===== src/rtl/alu_arbiter_if.sv =====
// Requester-side bus of alu_arbiter: two request ports with a/b/instruction
// payloads and a shared response (result + zero-divide flag) with per-port
// valid/ready handshakes.
`timescale 1ns/1ps
interface alu_arbiter_if;
    logic [1:0]  req_valid;
    logic [1:0]  req_ready;
    logic [31:0] req_a0;
    logic [31:0] req_b0;
    logic [31:0] req_instr0;
    logic [31:0] req_a1;
    logic [31:0] req_b1;
    logic [31:0] req_instr1;
    logic [1:0]  resp_valid;
    logic [1:0]  resp_ready;
    logic [31:0] resp_s;
    logic        resp_ze;

    modport master (
        output req_valid, req_a0, req_b0, req_instr0, req_a1, req_b1, req_instr1, resp_ready,
        input  req_ready, resp_valid, resp_s, resp_ze
    );

    modport slave (
        input  req_valid, req_a0, req_b0, req_instr0, req_a1, req_b1, req_instr1, resp_ready,
        output req_ready, resp_valid, resp_s, resp_ze
    );
endinterface


===== src/rtl/alu_arbiter.sv =====
// alu_arbiter: two-port arbiter/sequencer for a shared combinational 32-bit ALU.
// A granted request's operands are registered onto the ALU inputs, held for an
// op-dependent number of cycles, then the ALU result is captured and returned on
// the originating port. One operation is outstanding at a time.
// Optional feature macro: ALU_ARB_RR_EN (round-robin on contention); when it is
// undefined, port 0 has fixed priority.
`timescale 1ns/1ps
module alu_arbiter #(
    parameter int MUL_CYCLES = 2,
    parameter int DIV_CYCLES = 4
) (
    input  logic          clk,
    input  logic          rst_n,
    alu_arbiter_if.slave  bus,
    output logic [31:0]   alu_a,
    output logic [31:0]   alu_b,
    output logic [31:0]   alu_instr,
    input  logic [31:0]   alu_s,
    input  logic          alu_ze,
    output logic          busy
);

    typedef enum logic [1:0] {
        IDLE = 2'd0,
        EXEC = 2'd1,
        RESP = 2'd2
    } state_t;

    state_t      state_r;
    state_t      state_n;
    logic [31:0] cnt_r;
    logic        tag_r;
    logic [31:0] resp_s_r;
    logic        resp_ze_r;
    logic [1:0]  grant_s;
    logic        accept_s;
    logic        capture_s;
    logic        release_s;
    logic [31:0] sel_a_s;
    logic [31:0] sel_b_s;
    logic [31:0] sel_instr_s;

    // Hold cycles for an op code; only the low three instruction bits matter.
    function automatic logic [31:0] hold_cycles(input logic [2:0] op);
        logic [31:0] cycles;
        case (op)
            3'b011:  cycles = 32'(MUL_CYCLES);
            3'b111:  cycles = 32'(DIV_CYCLES);
            default: cycles = 32'd1;
        endcase
        return cycles;
    endfunction

`ifdef ALU_ARB_RR_EN
    logic last_r;

    // Round-robin pointer: remembers the port whose response completed last.
    always_ff @(posedge clk or negedge rst_n) begin
        if (!rst_n) begin
            last_r <= 1'b1;
        end else if (release_s) begin
            last_r <= tag_r;
        end else begin
            last_r <= last_r;
        end
    end
`endif

    // Grant selection; on contention the round-robin pointer or port 0 decides.
    always_comb begin
        grant_s = 2'b00;
        case (bus.req_valid)
            2'b01:   grant_s = 2'b01;
            2'b10:   grant_s = 2'b10;
`ifdef ALU_ARB_RR_EN
            2'b11:   grant_s = last_r ? 2'b01 : 2'b10;
`else
            2'b11:   grant_s = 2'b01;
`endif
            default: grant_s = 2'b00;
        endcase
    end

    // Payload multiplexer for the granted port.
    always_comb begin
        if (grant_s[1]) begin
            sel_a_s     = bus.req_a1;
            sel_b_s     = bus.req_b1;
            sel_instr_s = bus.req_instr1;
        end else begin
            sel_a_s     = bus.req_a0;
            sel_b_s     = bus.req_b0;
            sel_instr_s = bus.req_instr0;
        end
    end

    // Next-state logic and per-state control strobes.
    always_comb begin
        state_n   = state_r;
        accept_s  = 1'b0;
        capture_s = 1'b0;
        release_s = 1'b0;
        case (state_r)
            IDLE: begin
                if (grant_s != 2'b00) begin
                    accept_s = 1'b1;
                    state_n  = EXEC;
                end else begin
                    state_n  = IDLE;
                end
            end
            EXEC: begin
                if (cnt_r == 32'd0) begin
                    capture_s = 1'b1;
                    state_n   = RESP;
                end else begin
                    state_n   = EXEC;
                end
            end
            RESP: begin
                if (bus.resp_ready[tag_r]) begin
                    release_s = 1'b1;
                    state_n   = IDLE;
                end else begin
                    state_n   = RESP;
                end
            end
            default: state_n = IDLE;
        endcase
    end

    // State register.
    always_ff @(posedge clk or negedge rst_n) begin
        if (!rst_n) begin
            state_r <= IDLE;
        end else begin
            state_r <= state_n;
        end
    end

    // Operand/tag capture on accept, hold countdown, and result capture.
    always_ff @(posedge clk or negedge rst_n) begin
        if (!rst_n) begin
            alu_a     <= 32'd0;
            alu_b     <= 32'd0;
            alu_instr <= 32'd0;
            tag_r     <= 1'b0;
            cnt_r     <= 32'd0;
            resp_s_r  <= 32'd0;
            resp_ze_r <= 1'b0;
        end else begin
            if (accept_s) begin
                alu_a     <= sel_a_s;
                alu_b     <= sel_b_s;
                alu_instr <= sel_instr_s;
                tag_r     <= grant_s[1];
                cnt_r     <= hold_cycles(sel_instr_s[2:0]) - 32'd1;
            end else if ((state_r == EXEC) && (cnt_r != 32'd0)) begin
                cnt_r     <= cnt_r - 32'd1;
            end else begin
                cnt_r     <= cnt_r;
            end
            if (capture_s) begin
                resp_s_r  <= alu_s;
                resp_ze_r <= alu_ze;
            end else begin
                resp_s_r  <= resp_s_r;
                resp_ze_r <= resp_ze_r;
            end
        end
    end

    // Handshake outputs decoded from the registered state and tag.
    always_comb begin
        bus.resp_s  = resp_s_r;
        bus.resp_ze = resp_ze_r;
        busy        = (state_r != IDLE);
        if (state_r == IDLE) begin
            bus.req_ready = grant_s;
        end else begin
            bus.req_ready = 2'b00;
        end
        if (state_r == RESP) begin
            bus.resp_valid = tag_r ? 2'b10 : 2'b01;
        end else begin
            bus.resp_valid = 2'b00;
        end
    end

endmodule


===== src/flat_wrapper.sv =====
// flat-port wrapper written by rule: the top's interface ports become plain ports
module alu_arbiter_flat 
#(
    parameter int MUL_CYCLES = 2,
    parameter int DIV_CYCLES = 4
)
  (clk, rst_n, alu_a, alu_b, alu_instr, alu_s, alu_ze, busy, bus_req_valid, bus_req_a0, bus_req_b0, bus_req_instr0, bus_req_a1, bus_req_b1, bus_req_instr1, bus_resp_ready, bus_req_ready, bus_resp_valid, bus_resp_s, bus_resp_ze);
  alu_arbiter_if bus_i ();
  input  logic clk;
  input  logic rst_n;
  output logic [31:0] alu_a;
  output logic [31:0] alu_b;
  output logic [31:0] alu_instr;
  input  logic [31:0] alu_s;
  input  logic alu_ze;
  output logic busy;
  input wire logic [$bits(bus_i.req_valid)-1:0] bus_req_valid;
  input wire logic [$bits(bus_i.req_a0)-1:0] bus_req_a0;
  input wire logic [$bits(bus_i.req_b0)-1:0] bus_req_b0;
  input wire logic [$bits(bus_i.req_instr0)-1:0] bus_req_instr0;
  input wire logic [$bits(bus_i.req_a1)-1:0] bus_req_a1;
  input wire logic [$bits(bus_i.req_b1)-1:0] bus_req_b1;
  input wire logic [$bits(bus_i.req_instr1)-1:0] bus_req_instr1;
  input wire logic [$bits(bus_i.resp_ready)-1:0] bus_resp_ready;
  output wire logic [$bits(bus_i.req_ready)-1:0] bus_req_ready;
  output wire logic [$bits(bus_i.resp_valid)-1:0] bus_resp_valid;
  output wire logic [$bits(bus_i.resp_s)-1:0] bus_resp_s;
  output wire logic [$bits(bus_i.resp_ze)-1:0] bus_resp_ze;
  assign bus_i.req_valid = bus_req_valid;
  assign bus_i.req_a0 = bus_req_a0;
  assign bus_i.req_b0 = bus_req_b0;
  assign bus_i.req_instr0 = bus_req_instr0;
  assign bus_i.req_a1 = bus_req_a1;
  assign bus_i.req_b1 = bus_req_b1;
  assign bus_i.req_instr1 = bus_req_instr1;
  assign bus_i.resp_ready = bus_resp_ready;
  assign bus_req_ready = bus_i.req_ready;
  assign bus_resp_valid = bus_i.resp_valid;
  assign bus_resp_s = bus_i.resp_s;
  assign bus_resp_ze = bus_i.resp_ze;
  alu_arbiter #(.MUL_CYCLES(MUL_CYCLES), .DIV_CYCLES(DIV_CYCLES)) u_core (.clk(clk), .rst_n(rst_n), .bus(bus_i), .alu_a(alu_a), .alu_b(alu_b), .alu_instr(alu_instr), .alu_s(alu_s), .alu_ze(alu_ze), .busy(busy));
endmodule

===== config.mk =====
export PLATFORM = sky130hd
export DESIGN_NAME = alu_arbiter_flat
export DESIGN_NICKNAME = d
export VERILOG_FILES = /design/src/rtl/alu_arbiter_if.sv /design/src/rtl/alu_arbiter.sv /design/src/flat_wrapper.sv
export SDC_FILE = /design/constraint.sdc
export NUM_CORES = 1
export LEC_CHECK = 0
export BUFFER_PORTS_ARGS = -buffer_cell sky130_fd_sc_hd__buf_2
export CAP_MARGIN = 20
export CORE_AREA = 3 3 139 141
export DETAILED_ROUTE_END_ITERATION = 6
export DIE_AREA = 0 0 142 144
export PLACE_DENSITY = 0.79
export SLEW_MARGIN = 20
export SYNTH_ARGS = -nofsm -noshare
export SYNTH_HDL_FRONTEND = slang
export SYNTH_SLANG_ARGS = --single-unit

===== constraint.sdc =====
create_clock -name clk -period 5.45 [get_ports clk]
set_input_delay 0.2725 -clock clk [delete_from_list [all_inputs] [get_ports clk]]
set_output_delay 0.2725 -clock clk [all_outputs]
set_load 0.005 [all_outputs]

==> out/metrics.cfg, run 1 <==
[clocking]
numCtsBuffers = 17
cts_tree = done
root_buffer = clkbuf_16
h-tree-depth = 4
clock-sinks = 164
clock_path_buffers = 2
clock_latency_ns = 0.42
path_clk_slew_ns = 0.07

[drt]
drcViolationCount = 0
antenna_left = 0
vias = 6394
drtIter0Drc = 356
first_pass_iters = 4
wl_per_cell_um = 16.8
via_per_inst = 5.01
routed_wl_mm = 21.4

[setup_path]
arrival_ns = 3.78
worstPathRequired_ns = 5.76
path_buf_inv = 0
slowest_delay_ns = 0.59
r2r_setup_slack_ns = 1.98
path_max_fanout = 16
worstSetupEndpointType = flop
start_kind = flop
crit_family = compound AO/OA/AOI/OAI gates
crit_slowest_cell = o21a_1
critPathLaunch = u_core.state_r[0]
critPathKind = reg -> reg
path_cells = nor2_1 -> o21a_1 -> mux2i_1 -> ha_1 -> nand3b_1 -> or3_1 -> a22oi_1 -> a21oi_1 -> a311oi_1
reg2reg_from = u_core.state_r[0]

[floorplanning]
core_region_area_mm2 = 0.0181
fp.dieArea_mm2 = 0.0204
die_y_um = 144
dieWidth_um = 142
num_io_pins = 365
num_rows = 49
start_util_pct = 42.2

[sta]
hold_violations = 0
tns_ns = 0
fmax_ghz = 0.288
tightestPinTransition_ns = 0.937
timing.slew.headroom_pct = 36.9
setup_slack_ns = 1.98
finalCritPeriodShare_pct = 63.6
setup_viol = 0
rsz0062_at_grt = no
slew_violations = 0
fin_crit_ns = 3.47
skew_ns = 0.00991

[yosys]
synthFlopType = dfrtp_1
ys_seq_area_share_pct = 53.8
synthTopCellsByCount = 164 x dfrtp_1, 109 x nand2_1, 101 x o21ai_0, 100 x mux2i_1, 30 x clkbuf_1
synth_edf_count = 0
synth_area_leaders = dfrtp_1 54%, mux2i_1 13%, o21ai_0 6.6%
syn_nets = 916
yosys.area.top_type = dfrtp_1
yosysUniqueCellTypes = 57
syn_inst = 684
ys.warnings.count = 0
postSynthAreaPerCell_um2 = 11.1
synth_most_common_cell = dfrtp_1
async_flop_share_pct = 100
ys_ff_latch = 164
synth_top_area_share_pct = 53.8
syn_area_mm2 = 0.00763

[power_and_ir_drop]
cellLeakagePower_uw = 0.00572
power_density_mw_per_mm2 = 255
ir_drop_uv = 183
p_int_uw = 1980
netSwitchingPower_uw = 642
clock_power_share_pct = 46.5
p_seq_share_pct = 46.5
p_sw_share_pct = 24.5
combPwrFrac_pct = 7.0

[finish]
drive_gt1_share_pct = 43.4
nFillCells = 1555
nNetsFinal = 1265
syn2layout_area_growth_pct = 34.6
final_area_mm2 = 0.0103

[global_routing]
overflow = 0
grt_pass1_wl_mm = 32.6
grt_antenna_before_repair = 1
grt_pass1_vias = 6343
grt_max_degree = 111
grtUsageTotal_pct = 20.1

[placed_design]
port_buffers = 364
gp_congestion = 0.884
place_ws_ns = 1.90
dpl_cell_area_mm2 = 0.00961
hpwlAfterDp_mm = 16.2

[worst_hold_path]
holdCritStartpoint = alu_s[10]
hold_path.class = in -> reg

[flow_run]
maxCapViolCount = 0

[outcome]
status = complete, no violations

-- placed cells by master, fill, tap and decap left out, types with 6 or more instances in the layout --
master,netlist,layout
nor2_1,21,21
a21oi_1,8,8
dfrtp_1,164,164
clkbuf_16,0,17
nor4_1,8,8
nand2_1,109,109
mux2_4,29,29
or3_1,7,7
buf_4,0,6
inv_6,0,6
mux2i_1,100,100
a311oi_1,7,7
buf_2,2,363
xor2_1,6,6
o21ai_0,101,101
nor3_1,9,8
-- power groups by stage --
stage / logic, uW / registers (uW) / clock network, uW
after floorplan: 60.6 / 1240 / 0
after global placement: 180 / 1240 / 0
after detailed placement: 183 / 1240 / 0
after CTS: 184 / 1220 / 1250
after global routing: 204 / 1220 / 1300
final: 183 / 1220 / 1220
-- registers in the layout, summed over array words and instances, names as in the netlist --
name,count
u_core.alu_instr,32
u_core.bus.resp_s,32
u_core.alu_b,32
u_core.cnt_r,32
u_core.state_r,2
u_core.alu_a,32
u_core.tag_r,1
u_core.bus.resp_ze,1
-- worst paths after layout --
path / end / depth (start not counted)
setup reg to reg: u_core.cnt_r[20] / 9
max in group asynchronous: u_core.bus.resp_s[17] / 4
min in group asynchronous: u_core.bus.resp_s[22] / 2
setup / recovery: u_core.cnt_r[20] / 9
hold reg to reg: u_core.alu_a[27] / 2
hold / removal: u_core.bus.resp_s[10] / 2
-- final cells by class --
cell class | instances | area (um2) | area share [%]
diodes | 1 | 2.50 | 0.0244
clock inverters | 15 | 181 | 1.77
repair buffers | 372 | 1910 | 18.6
well taps | 229 | 287 | 2.79
multi-input cells | 474 | 3340 | 32.5
inverters | 4 | 15.0 | 0.146
flip-flops and latches | 164 | 4100 | 40.0
clock buffers | 17 | 425 | 4.14
-- layer usage --
metal	vias up	track usage [%]	part of all wire, %
li1	3148	-	-
met1	2990	25.1	41
met2	235	34.7	51
met3	21	4.99	6.2
met4	0	5.71	1.5
met5	-	0	0
-- cell families after synthesis --
| kind of cell | share of synthesized area (%) |
|---|---|
| muxes | 19.6 |
| DFF | 53.8 |
| AOI/OAI and AO/OA | 11.4 |
| adders and majority gates | 0.164 |
| xor gates and xnor gates | 1.03 |
| buffers and inverters | 2.69 |
| and+or+nand+nor | 11.4 |
-- per-stage QoR --
stage	std cells	total power, uW	util [%]	hold WS [ns]
6_report	1276	2620	56.8	0.0842
5_1_grt	1276	2720	56.8	0.0654
4_1_cts	1273	2650	56.5	0.0407
3_5_place_dp	1241	1420	53.2	0.464
3_3_place_gp	1241	1420	53.2	0.456
2_1_floorplan	684	1300	-	-0.0231
-- repair_timing --
| action | in CTS | in global routing |
|---|---|---|
| hold endpoints to repair | 0 | 26 |
| buffers inserted | 0 | 0 |
| hold buffers | 0 | 1 |
| endpoints found under the setup margin | 0 | 0 |
| resized for setup | 0 | 0 |
(Power assumes the default switching activity.)
==> run 2, diff against run 1 <==
CORE_AREA = unset   (was 3 3 139 141)
CORE_ASPECT_RATIO = 0.8   (was unset)
CORE_MARGIN = 3   (was unset)
CORE_UTILIZATION = 42   (was unset)
DIE_AREA = unset   (was 0 0 142 144)
PLACE_DENSITY = 0.83   (was 0.79)
clock period = 3.02 ns   (was 5.45 ns; I/O delays follow)
==> run 2 against run 1 <==
  * Worst setup slack worse by 1.7 ns
  * Hold slack got worse by 0.070 ns
  * Non-clock buffer count up 44
  * Critical path depth shrank 4
  * Die area shrank 3.1%
  * Largest cell class unchanged
  * Via count increased by 8.0%
  * Cell count increased by 3.2%
==> out/metrics.cfg, run 2 (same netlist as run 1, synthesis figures left out) <==
[setup_path]
crit_path_end = u_core.bus.resp_s[2]  ; was u_core.cnt_r[20]
crit_family = simple AND/OR/NAND/NOR gates  ; was compound AO/OA/AOI/OAI gates
reg2reg_from = u_core.cnt_r[20]  ; was u_core.state_r[0]
start_kind = flop  ; unchanged
slowest_delay_ns = 0.68  ; was 0.59 ns
critPathKind = reg -> reg  ; unchanged
path_cells = or4_4 -> or4b_1 -> nor4_4 -> buf_12 -> mux2_2  ; was nor2_1 -> o21a_1 -> mux2i_1 -> ha_1 -> nand3b_1 -> or3_1 -> a22oi_1 -> a21oi_1 -> a311oi_1
arrival_ns = 3.06  ; was 3.78 ns
crit_slowest_cell = or4b_1  ; was o21a_1
worstSetupEndpointType = flop  ; unchanged
worstPathRequired_ns = 3.33  ; was 5.76 ns
r2r_cells = 5  ; was 9
crit_cells = 5  ; was 9
r2r_setup_slack_ns = 0.27  ; was 1.98 ns
path_buf_inv = 1  ; was 0
critPathLaunch = u_core.cnt_r[20]  ; was u_core.state_r[0]
path_max_fanout = 34  ; was 16
reg2reg_to = u_core.bus.resp_s[2]  ; was u_core.cnt_r[20]

[finish]
drive_gt1_share_pct = 42.2  ; was 43.4%
nFillCells = 1393  ; was 1555
mostFrequentLayoutCells = 363 x buf_2, 164 x dfrtp_1, 109 x nand2_1  ; unchanged
final_area_mm2 = 0.0107  ; was 0.0103 mm2
final_common_cell = buf_2  ; unchanged
nNetsFinal = 1309  ; was 1265
syn2layout_area_growth_pct = 40.8  ; was 34.6%

[drt]
antenna_left = 0  ; unchanged
via_per_inst = 5.24  ; was 5.01
routed_wl_mm = 24.8  ; was 21.4 mm
vias = 6905  ; was 6394
drtIter0Drc = 430  ; was 356
drcViolationCount = 0  ; unchanged
first_pass_iters = 5  ; was 4
wl_per_cell_um = 18.8  ; was 16.8 um

[sta]
skew_ns = 0.0139  ; was 0.00991 ns
rsz0062_at_grt = no  ; unchanged
timing.slew.headroom_pct = 36.8  ; was 36.9%
fin_crit_ns = 2.75  ; was 3.47 ns
slew_violations = 0  ; unchanged
fmax_ghz = 0.364  ; was 0.288 GHz
hold_violations = 0  ; unchanged
tightestPinTransition_ns = 0.948  ; was 0.937 ns
tns_ns = 0  ; unchanged
setup_viol = 0  ; unchanged
finalCritPeriodShare_pct = 91.0  ; was 63.6%
hold_ws_ns = 0.0145  ; was 0.0842 ns

[floorplanning]
core_region_area_mm2 = 0.0176  ; was 0.0181 mm2
dieWidth_um = 157  ; was 142 um
die_y_um = 127  ; was 144 um
start_util_pct = 43.3  ; was 42.2%
num_rows = 43  ; was 49
num_io_pins = 365  ; unchanged
fp.dieArea_mm2 = 0.0198  ; was 0.0204 mm2

[clocking]
cts_tree = done  ; unchanged
clock_latency_ns = 0.43  ; was 0.42 ns
clock_path_buffers = 2  ; unchanged
clock-sinks = 164  ; unchanged
cts-resized-gates = 0  ; unchanged
root_buffer = clkbuf_16  ; unchanged
numCtsBuffers = 17  ; unchanged
h-tree-depth = 4  ; unchanged
path_clk_slew_ns = 0.07  ; about the same

[global_routing]
grt_pass1_wl_mm = 37.2  ; was 32.6 mm
grt_antenna_before_repair = 3  ; was 1
grt_pass1_vias = 6847  ; was 6343
grtUsageTotal_pct = 24.3  ; was 20.1%
grt_max_degree = 108  ; was 111
overflow = 0  ; unchanged

[worst_hold_path]
holdCritStartpoint = bus_req_instr1[28]  ; was alu_s[10]
hold_path.class = in -> reg  ; unchanged

[power_and_ir_drop]
power_density_mw_per_mm2 = 461  ; was 255 mW/mm2
ir_drop_uv = 287  ; was 183 uV
power.total_uw = 4950  ; was 2620 uW
cellLeakagePower_uw = 0.00593  ; was 0.00572 uW

[placed_design]
dpl_cell_area_mm2 = 0.00969  ; was 0.00961 mm2
hpwlAfterDp_mm = 17.2  ; was 16.2 mm
gp_congestion = 0.858  ; was 0.884
port_buffers = 364  ; unchanged

[flow_run]
maxCapViolCount = 0  ; unchanged

[outcome]
status = complete, no violations  ; unchanged

-- run 2: worst min-delay path by stage --
stage / end / slack, ns / depth (start not counted)
after CTS: u_core.alu_instr[14] / 0.0006 / 3
after global placement: u_core.alu_instr[23] / 0.20 / 1
after global routing: u_core.alu_instr[26] / 0.01 / 3
final: u_core.alu_instr[28] / 0.01 / 3
after detailed placement: u_core.alu_instr[28] / 0.20 / 1
after floorplan: u_core.alu_a[0] / -0.14 / 0
-- run 2: metal layers --
metal / routed length (um) / share of wire [%] / track usage, % / up-vias
met5: 7 / 0.028 / 0 / -
met3: 1790 / 7.2 / 5.83 / 62
met2: 12200 / 49 / 41.2 / 332
met4: 1180 / 4.8 / 13.2 / 2
li1: - / - / - / 3244
met1: 9610 / 39 / 28.5 / 3265
-- run 2: metrics by stage --
| step | cells | util, % | worst slack (ns) |
|---|---|---|---|
| after CTS | 1315 | 61.0 | 0.269 |
| after global routing | 1317 | 61.0 | 0.0966 |
| final | 1317 | 61.0 | 0.272 |
| after global placement | 1244 | 55.1 | 0.321 |
| after floorplan | 684 | - | -0.0123 |
| after detailed placement | 1244 | 55.1 | 0.225 |
-- run 2: final cells by class --
type / instances / area [um2] / area share, %
flip-flops and latches: 164 / 4100 / 38.2
multi-input cells: 474 / 3340 / 31.1
repair buffers: 416 / 2340 / 21.8
clock buffers: 18 / 439 / 4.09
well taps: 225 / 282 / 2.62
clock inverters: 14 / 208 / 1.93
inverters: 4 / 15.0 / 0.140
diodes: 2 / 5.00 / 0.0466
-- run 2: repair_timing --
action,CTS,global route
buffers inserted,0,0
hold buffers,39,0
hold endpoints to repair,108,0
-- run 2: tightest hold or removal path: cells and delay by family --
kind,cells,cell delay [ns]
AOI/OAI and AO/OA,1,0.13
buffers and inverters,1,0.07
muxes,1,0.05
-- run 2: where the power goes --
part	total, uW	switching, uW	internal (uW)
logic	381	173	208
clock network	2370	1000	1370
registers	2190	0	2190
==> run 3, diff against run 2 <==
clock period = 2.3 ns   (was 3.02 ns; I/O delays follow)
==> run 3 against run 2 <==
  * The flow now finishes with violations (setup timing)
  * First-iteration DRC count is 130% higher
  * Die area stayed put
  * Routed wire length is 43% higher
  * Hold slack worse by 0.013 ns
  * Cell count is 13% higher
  * Non-clock buffer count is 169 higher
  * Worst setup slack worse by 0.89 ns
  * Total power is 32% higher
  * Combinational power is 83% higher
  * Critical endpoint is now u_core.cnt_r[10]
  * Largest power group unchanged
==> out/metrics.cfg, run 3 (same netlist as run 1, synthesis figures left out) <==
[power_and_ir_drop]
clock_power_share_pct = 45.4  ; was 48.0%
p_seq_share_pct = 44.0  ; was 44.3%
cellLeakagePower_uw = 0.00684  ; was 0.00593 uW
netSwitchingPower_uw = 1710  ; was 1170 uW
power_density_mw_per_mm2 = 517  ; was 461 mW/mm2
p_int_uw = 4840  ; was 3780 uW
p_sw_share_pct = 26.1  ; was 23.7%
ir_drop_uv = 437  ; was 287 uV
combPwrFrac_pct = 10.6  ; was 7.7%

[sta]
finalCritPeriodShare_pct = 127  ; was 91.0%
setup_viol = 63  ; was 0
setup_slack_ns = -0.621  ; was 0.272 ns
rsz0062_at_grt = yes  ; was no
hold_violations = 0  ; unchanged
tightestPinTransition_ns = 0.798  ; was 0.948 ns
slew_violations = 0  ; unchanged
fin_crit_ns = 2.92  ; was 2.75 ns
tns_ns = -18.42  ; was 0 ns
timing.slew.headroom_pct = 45.3  ; was 36.8%
skew_ns = 0.0237  ; was 0.0139 ns
fmax_ghz = 0.342  ; was 0.364 GHz

[outcome]
status = complete, but fails checks  ; was complete, no violations
violations = setup timing

[placed_design]
dpl_cell_area_mm2 = 0.0102  ; was 0.00969 mm2
hpwlAfterDp_mm = 17.2  ; about the same
gp_congestion = 0.902  ; was 0.858
port_buffers = 364  ; unchanged

[clocking]
clock-sinks = 164  ; unchanged
root_buffer = clkbuf_16  ; unchanged
numCtsBuffers = 17  ; unchanged
cts_tree = done  ; unchanged
clock_path_buffers = 2  ; unchanged
clock_latency_ns = 0.44  ; was 0.43 ns
path_clk_slew_ns = 0.09  ; was 0.07 ns
h-tree-depth = 4  ; unchanged

[setup_path]
slowest_delay_ns = 0.56  ; was 0.68 ns
path_cells = or4_4 -> or4_4 -> buf_6 -> o31ai_4 -> nor2_4 -> buf_6 -> a31oi_1  ; was or4_4 -> or4b_1 -> nor4_4 -> buf_12 -> mux2_2
crit_cells = 7  ; was 5
r2r_cells = 7  ; was 5
path_max_fanout = 6  ; was 34
worstPathRequired_ns = 2.56  ; was 3.33 ns
crit_slowest_cell = or4_4  ; was or4b_1
arrival_ns = 3.19  ; was 3.06 ns
start_kind = flop  ; unchanged
path_buf_inv = 2  ; was 1
critPathKind = reg -> reg  ; unchanged
crit_family = simple AND/OR/NAND/NOR gates  ; unchanged
worstSetupEndpointType = flop  ; unchanged

[finish]
drive_gt1_share_pct = 46.1  ; was 42.2%
syn2layout_area_growth_pct = 66.0  ; was 40.8%
post-route-util_pct = 72.0  ; was 61.0%
nFillCells = 1028  ; was 1393
final_area_mm2 = 0.0127  ; was 0.0107 mm2
final_common_cell = buf_2  ; unchanged
nNetsFinal = 1478  ; was 1309
mostFrequentLayoutCells = 363 x buf_2, 163 x dfrtp_1, 129 x dlygate4sd3_1  ; was 363 x buf_2, 164 x dfrtp_1, 109 x nand2_1

[drt]
routed_wl_mm = 35.5  ; was 24.8 mm
drcViolationCount = 0  ; unchanged
wl_per_cell_um = 23.9  ; was 18.8 um
vias = 8616  ; was 6905
first_pass_iters = 6  ; was 5
antenna_left = 0  ; unchanged
drtIter0Drc = 977  ; was 430
via_per_inst = 5.80  ; was 5.24

[floorplanning]
die_y_um = 127  ; unchanged
num_rows = 43  ; unchanged
fp.dieArea_mm2 = 0.0198  ; unchanged
dieWidth_um = 157  ; unchanged
core_region_area_mm2 = 0.0176  ; unchanged
start_util_pct = 43.3  ; unchanged
num_io_pins = 365  ; unchanged

[global_routing]
grt_max_degree = 183  ; was 108
overflow = 0  ; unchanged
grt_pass1_vias = 8563  ; was 6847
grtUsageTotal_pct = 31.4  ; was 24.3%
grt_pass1_wl_mm = 48.1  ; was 37.2 mm
grt_antenna_before_repair = 6  ; was 3

[worst_hold_path]
whs_path_depth = 3  ; unchanged
hold_path.class = in -> reg  ; unchanged

[flow_run]
maxCapViolCount = 0  ; unchanged

## run 3: cell types whose count changed in the layout (fill, tap and decap cells not counted), sizes merged
cell         change
dlygate4sd3     +90
inv              -2
clkbuf           +2
clkinvlp         -1
bufinv           -2
buf             +76
clkinv           +6
diode            -1
## run 3: routing by layer
layer  up-vias  wire, um  track usage [%]
met3       253      4080             9.72
met2       756     16700             52.9
met4         8      2840             18.1
li1       3581         -                -
met1      4018     11800             35.2
met5         -        55                0
## run 3: power groups by stage
stage,Sequential [uW],Combinational (uW),Clock [uW]
finish,2880,696,2970
detailed placement,2940,446,0
global placement,2940,437,0
floorplan,2940,144,0
CTS,2880,632,2930
global route,2880,737,3110
## run 3: final cells by class
class / count / area, um2 / share of cell area [%]
antenna: 1 / 2.50 / 0.0198
tap: 225 / 282 / 2.22
inverter: 4 / 15.0 / 0.119
clock inverter: 15 / 186 / 1.47
multi-input combinational: 474 / 3640 / 28.8
timing repair buffer: 585 / 4010 / 31.6
sequential: 164 / 4110 / 32.4
clock buffer: 17 / 425 / 3.36
## run 3: path summary, 6_finish.rpt
path	startpoint	endpoint	slack (ns)
worst max-delay path	u_core.cnt_r[29]	u_core.cnt_r[10]	-0.62
worst min-delay path	bus_req_a1[12]	u_core.alu_a[12]	0.001
worst max register to register	u_core.cnt_r[29]	u_core.cnt_r[10]	-0.62
worst min register to register	u_core.alu_a[3]	u_core.alu_a[3]	0.47
max in group asynchronous	rst_n	u_core.alu_a[15]	1.38
min in group asynchronous	rst_n	u_core.alu_instr[28]	0.23
## run 3: worst register-to-register path, cell delays in order, from the launching register on
cell and delay, ns:
dfrtp_1 0.42, or4_4 0.56, or4_4 0.51, buf_6 0.15
o31ai_4 0.34, nor2_4 0.13, buf_6 0.16, a31oi_1 0.47
## run 3: what timing repair did
action | 4_1_cts | 5_1_grt
hold endpoints to repair | 137 | 0
gates cloned | 2 | 3
gates resized for setup | 38 | 29
endpoints found under the setup margin | 67 | 68
pin swaps | 20 | 19
setup buffers | 12 | 10
hold buffers | 129 | 0
## run 3: stage by stage
| step | power, uW | hold slack, ns | worst slack [ns] | instances |
|---|---|---|---|---|
| detailed placement | 3380 | 0.130 | -0.389 | 1297 |
| global placement | 3380 | 0.120 | -0.293 | 1297 |
| floorplan | 3080 | -0.181 | -0.350 | 684 |
| CTS | 6440 | 0.000346 | -0.320 | 1471 |
| finish | 6550 | 0.00139 | -0.621 | 1485 |
| global route | 6730 | 0.00154 | -0.583 | 1485 |
